<file path="src/rtl/dac_serializer_pkg.sv">
`default_nettype none
// ----------------------------------------------------------------------------
// dac_serializer_pkg : FSM encoding, defaults and DAC frame constants
// Rev 1.0
// ----------------------------------------------------------------------------
package dac_serializer_pkg;

  typedef enum logic [1:0] {
    ST_IDLE  = 2'd0,
    ST_LOAD  = 2'd1,
    ST_SHIFT = 2'd2,
    ST_GAP   = 2'd3
  } state_e;

  localparam int DEF_WIDTH   = 16;
  localparam int DEF_CLK_DIV = 2;
  localparam int DEF_CS_GAP  = 2;

  // Frame constants shared with the other serial output stages
  localparam int DAC_LOAD_CYCLES = 1;

  function automatic int cnt_width(input int n);
    return (n > 1) ? $clog2(n) : 1;
  endfunction

  function automatic int dac_frame_cycles(input int width, input int clk_div,
                                          input int cs_gap);
    return DAC_LOAD_CYCLES + 2 * clk_div * width + cs_gap;
  endfunction

endpackage
`default_nettype wire

</file>
<file path="src/rtl/dac_serializer_sclk_gen.sv">
`default_nettype none
// ----------------------------------------------------------------------------
// dac_serializer_sclk_gen : divided serial clock with rise/fall strobes
// Rev 1.0
// ----------------------------------------------------------------------------
module dac_serializer_sclk_gen
  import dac_serializer_pkg::*;
#(
  parameter int CLK_DIV = DEF_CLK_DIV
) (
  input  logic i_clk,
  input  logic i_rst,
  input  logic i_en,
  output logic o_sclk,
  output logic o_rise,
  output logic o_fall
);

  localparam int CW = cnt_width(CLK_DIV);

  logic [CW-1:0] cnt_q, cnt_d;
  logic          sclk_q, sclk_d;
  logic          term;

  // Strobes flag the edge on which sclk_q is about to toggle, so the
  // consumer updates its data on the very same clock edge.
  always_comb begin
    term   = (cnt_q == CW'(CLK_DIV - 1));
    cnt_d  = '0;
    sclk_d = 1'b0;
    if (i_en) begin
      sclk_d = sclk_q;
      if (term) begin
        sclk_d = ~sclk_q;
      end else begin
        cnt_d = cnt_q + 1'b1;
      end
    end
    o_rise = i_en && term && !sclk_q;
    o_fall = i_en && term && sclk_q;
  end

  always_ff @(posedge i_clk or posedge i_rst) begin
    if (i_rst) begin
      cnt_q  <= '0;
      sclk_q <= 1'b0;
    end else begin
      cnt_q  <= cnt_d;
      sclk_q <= sclk_d;
    end
  end

  assign o_sclk = sclk_q;

endmodule
`default_nettype wire

</file>
<file path="src/rtl/dac_serializer.sv">
`default_nettype none
// ----------------------------------------------------------------------------
// dac_serializer : buffered MSB-first SPI-style serializer for an audio DAC
// Rev 1.0
// ----------------------------------------------------------------------------
module dac_serializer
  import dac_serializer_pkg::*;
#(
  parameter int WIDTH   = DEF_WIDTH,
  parameter int CLK_DIV = DEF_CLK_DIV,
  parameter int CS_GAP  = DEF_CS_GAP
) (
  input  logic             i_clk,
  input  logic             i_rst,
  input  logic [WIDTH-1:0] i_data,
  input  logic             i_valid,
  output logic             o_ready,
  output logic             o_sclk,
  output logic             o_sdata,
  output logic             o_cs_n,
  output logic             o_busy
);

  localparam int BW = cnt_width(WIDTH);
  localparam int GW = cnt_width(CS_GAP);

  state_e            state_q, state_d;
  logic [WIDTH-1:0]  hold_q, hold_d;
  logic              full_q, full_d;
  logic [WIDTH-1:0]  sreg_q, sreg_d;
  logic [BW-1:0]     bit_q, bit_d;
  logic [GW-1:0]     gap_q, gap_d;
  logic              last_q, last_d;
  logic              cs_n_q, cs_n_d;
  logic              ready_q, ready_d;
  logic              busy_q, busy_d;

  logic              sclk_en;
  logic              sclk_rise;
  logic              sclk_fall;
  logic              accept;

  assign sclk_en = (state_q == ST_SHIFT);

  dac_serializer_sclk_gen #(
    .CLK_DIV (CLK_DIV)
  ) u_sclk_gen (
    .i_clk  (i_clk),
    .i_rst  (i_rst),
    .i_en   (sclk_en),
    .o_sclk (o_sclk),
    .o_rise (sclk_rise),
    .o_fall (sclk_fall)
  );

  always_comb begin
    state_d = state_q;
    hold_d  = hold_q;
    full_d  = full_q;
    sreg_d  = sreg_q;
    bit_d   = bit_q;
    gap_d   = gap_q;
    last_d  = last_q;
    cs_n_d  = cs_n_q;
    accept  = i_valid && ready_q;

    case (state_q)
      ST_IDLE: begin
        if (full_q) state_d = ST_LOAD;
      end
      ST_LOAD: begin
        sreg_d  = hold_q;
        full_d  = 1'b0;
        cs_n_d  = 1'b0;
        bit_d   = '0;
        gap_d   = '0;
        last_d  = 1'b0;
        state_d = ST_SHIFT;
      end
      ST_SHIFT: begin
        if (sclk_rise && (bit_q == BW'(WIDTH - 1))) last_d = 1'b1;
        if (sclk_fall) begin
          if (last_q) begin
            // Clearing the shift register parks the data line low in the gap
            sreg_d  = '0;
            cs_n_d  = 1'b1;
            gap_d   = '0;
            state_d = ST_GAP;
          end else begin
            sreg_d = {sreg_q[WIDTH-2:0], 1'b0};
            bit_d  = bit_q + 1'b1;
          end
        end
      end
      ST_GAP: begin
        if (gap_q == GW'(CS_GAP - 1)) begin
          state_d = full_q ? ST_LOAD : ST_IDLE;
        end else begin
          gap_d = gap_q + 1'b1;
        end
      end
      default: state_d = ST_IDLE;
    endcase

    // A new sample takes priority over the LOAD that empties the buffer
    if (accept) begin
      hold_d = i_data;
      full_d = 1'b1;
    end

    // Ready is also offered in LOAD, letting a new sample land as the old one leaves
    ready_d = !full_d || (state_d == ST_LOAD);
    busy_d  = (state_d != ST_IDLE);
  end

  always_ff @(posedge i_clk or posedge i_rst) begin
    if (i_rst) begin
      state_q <= ST_IDLE;
      hold_q  <= '0;
      full_q  <= 1'b0;
      sreg_q  <= '0;
      bit_q   <= '0;
      gap_q   <= '0;
      last_q  <= 1'b0;
      cs_n_q  <= 1'b1;
      ready_q <= 1'b1;
      busy_q  <= 1'b0;
    end else begin
      state_q <= state_d;
      hold_q  <= hold_d;
      full_q  <= full_d;
      sreg_q  <= sreg_d;
      bit_q   <= bit_d;
      gap_q   <= gap_d;
      last_q  <= last_d;
      cs_n_q  <= cs_n_d;
      ready_q <= ready_d;
      busy_q  <= busy_d;
    end
  end

  assign o_sdata = sreg_q[WIDTH-1];
  assign o_cs_n  = cs_n_q;
  assign o_ready = ready_q;
  assign o_busy  = busy_q;

endmodule
`default_nettype wire

</file>
<file path="config.mk">
export PLATFORM = sky130hd
export DESIGN_NAME = dac_serializer
export DESIGN_NICKNAME = d
export VERILOG_FILES = /design/src/rtl/dac_serializer_pkg.sv /design/src/rtl/dac_serializer_sclk_gen.sv /design/src/rtl/dac_serializer.sv
export SDC_FILE = /design/constraint.sdc
export NUM_CORES = 1
export LEC_CHECK = 0
export ABC_AREA = 1
export CAP_MARGIN = 20
export CORE_MARGIN = 2
export CORE_UTILIZATION = 55
export DETAILED_ROUTE_END_ITERATION = 12
export PLACE_DENSITY = 0.79
export SETUP_SLACK_MARGIN = 0.02
export SYNTH_ARGS = -nofsm -noshare
export SYNTH_HDL_FRONTEND = slang
export SYNTH_SLANG_ARGS = --single-unit
</file>
<file path="constraint.sdc">
create_clock -name i_clk -period 2.2 [get_ports i_clk]
set_clock_uncertainty 0.2 [all_clocks]
set_input_delay 0.22 -clock i_clk [delete_from_list [all_inputs] [get_ports i_clk]]
set_output_delay 0.22 -clock i_clk [all_outputs]
set_load 0.01 [all_outputs]
</file>
==> reports/qor.txt <==
Port Buf Inserts - 23
CTS sink cnt - 46
Share of cells above drive strength 1 - 0.140
Synth top cells by count - 65 x nand2_1, 44 x dfrtp_1, 25 x nand3_1
Number of synthesized flops with an enable pin - 0
Setup violations, final - 0
Worst-Margin Slew - 0.544 ns
TritonCTS clock tree - yes
Clock Tree Buf Depth - 2
Fmax - 501 MHz
Hold WC Path Type - input pin to asynchronous set/reset pin
Setup crit start kind - register
Dpl cell area - 0.00233 mm2
Antenna diodes - 0
CP Class - register to register
Synth top area cells - dfrtp_1 54%, nand2_1 12%, mux2_2 8.2%
Iteration-0 DRC Markers - 44
Drt via density - 5.01
CTS buffer count - 5
DR vias - 1,423
Cell Pwr Density - 706 mW/mm2
ANT nets after route - 0
Period utilization - 0.907
GRT Resource Usage Total - 0.186
RePlAce Congestion - 0.822
Syn Nets - 232
Hold Fails Final Rpt - 1
Nets - 259
Routed wire length - 3.37 mm
Cells after Synth - 208
Top-count cell post-synth - nand2_1
Die area - 0.00424 mm2
Cell area after synthesis - 0.00205 mm2
Mean Syn Cell Area - 9.88 um2
Post-route design area - 0.00242 mm2
RSZ-0062 raised after global routing - no
Worst EP required - 2.24 ns
FF+latch count, synth - 46
Worst-path cell chain - inv_1 -> ha_1 -> nand3_4 -> nand2_4 -> nand2_4 -> nor2_8 -> nand2_1 -> nand3_1
CP max stage delay - 0.43 ns
Chip Height - 65.1 um
Synth Flop Type - dfrtp_1
R2R Path Start - state_q[0]
Area fraction of the dominant cell type after synthesis - 0.536
Gr ovfl total - 0
Status - finished, violations left
First-pass GRT wire length - 5.99 mm
Hpwl dp - 2.43 mm
Fin worst setup slack - 0.205 ns
Yosys top cell by area - dfrtp_1
Setup repair bufs after CTS - 0
CP bufs+invs - 1
Post-route minimum period - 1.99 ns
Worst vdd ir - 0.000517 V
CP most frequent cell - nand2_4
Hold_buf cts - 0
Initial antenna violation count - 0
Die Width - 65.1 um
Slowest-stage cell, CP - dfrtp_1
DR pass1 iterations - 4
TNS Setup - 0 ns
Leakage - 1.18 nW
Clock transition at path regs - 0.08 ns
Worst setup path startpoint - state_q[0]
# resized after CTS - 0
Worst rel slew slack - 0.635
Cell Rows - 22
Unique masters post-synth - 24
IO Count - 24
Clock Tree Root - clkbuf_8
H-tree levels - 2
Top Family by Delay on Critical Path - simple AND/OR/NAND/NOR gates
Final Max Slew Viols - 0
Area growth syn-to-layout - 18.0%
# DRC - 0
Worst-path fanout max - 18
Post-placement setup slack - 0.233 ns
Sequential area share after synthesis - 0.562
Failing checks - negative hold slack
Wire per inst - 11.9 um
Worst setup EP type - register
Async S/R FF share, synth - 1.00
Worst skew pair latency - 0.30 ns
Largest net degree at the start of global routing - 33
Crit path DAT - 2.03 ns
Ys Warns - 0
Core Footprint - 0.00363 mm2
Fin util - 0.667
Vias in the first global route - 1,343
Initial Utilization - 0.565
Final hold slack - -0.000305 ns
Max-Cap Viols - 0
[area by class of cell]
cell class,instances,area (um2)
flip-flops and latches,46,1150
clock buffers,7,86.3
repair buffers,26,265
fillers,294,1210
clock inverters,1,5.00
multi-input cells,141,798
well taps,48,60.1
inverters,15,56.3
[logic make-up (layout without fill, tap and decap cells)]
group	Yosys count	after routing	synth area share
AOI/OAI and AO/OA	13	13	0.0365
adders and majority gates	5	5	0.0305
buffers and inverters	21	49	0.0499
DFF	46	46	0.562
muxes	15	15	0.0822
and+or+nand+nor	108	108	0.239
[path summary, 6_finish.rpt]
kind,endpoint,slack (ns),cells after the start
min reg2reg,sreg_q[5],0.28,2
min,hold_q[3],-0.0003,2
min in group i_clk,sreg_q[5],0.28,2
max in group asynchronous,o_cs_n,1.24,3
max reg2reg,sreg_q[1],0.21,8
max,sreg_q[1],0.21,8
[state kept, by name, summed over array words and instances, names as in the netlist]
signal and flops:
hold_q 16, sreg_q 16, bit_q 4, state_q 2, full_q 1, gap_q 1, last_q 1, o_busy 1
o_cs_n 1, o_ready 1, u_sclk_gen.cnt_q 1, u_sclk_gen.o_sclk 1
[worst register-to-register path, delay by kind of cell (launching register included)]
family / cells / cell delay [ns]
simple gates: 6 / 0.78
buf+inv: 1 / 0.10
flops: 1 / 0.43
fa+ha+maj: 1 / 0.42
[report_power, final]
group          internal [mW]  switching (mW)  total, mW
clock                  0.253           0.269      0.522
combinational          0.117          0.0580      0.175
sequential             0.961          0.0553       1.02
[placed cells by master, fill, tap and decap left out]
cell type and count:
o21ai_0 6, buf_12 1, a31oi_1 1, mux2_2 15, nand2b_1 1, nor2_1 10
buf_4 2, a21oi_1 3, inv_2 1, clkbuf_8 6, clkdlybuf4s50_1 23, clkbuf_1 1
dfstp_2 2, dfrtp_1 44, nand2_4 2, inv_1 13, nand2_1 65, nor2_8 1
nand3_1 25, nand3_4 1, clkinv_2 1, nand2_2 1, a22o_1 1, o211ai_1 1
ha_1 5, o31ai_1 1, clkinv_1 1, nand4_1 2
[routing by layer]
| layer | vias up | GRT usage | wire (um) |
|---|---|---|---|
| met3 | 6 | 0.0514 | 108 |
| met2 | 16 | 0.277 | 1520 |
| met1 | 667 | 0.264 | 1680 |
| li1 | 734 | - | - |
| met5 | - | 0 | 0 |
| met4 | 0 | 0.0703 | 62 |
[metrics by stage]
stage	std cells	power (mW)
global route	284	1.80
finish	284	1.71
CTS	284	1.73
floorplan	208	1.14
global placement	276	1.20
detailed placement	276	1.21
(Power assumes the default switching activity.)
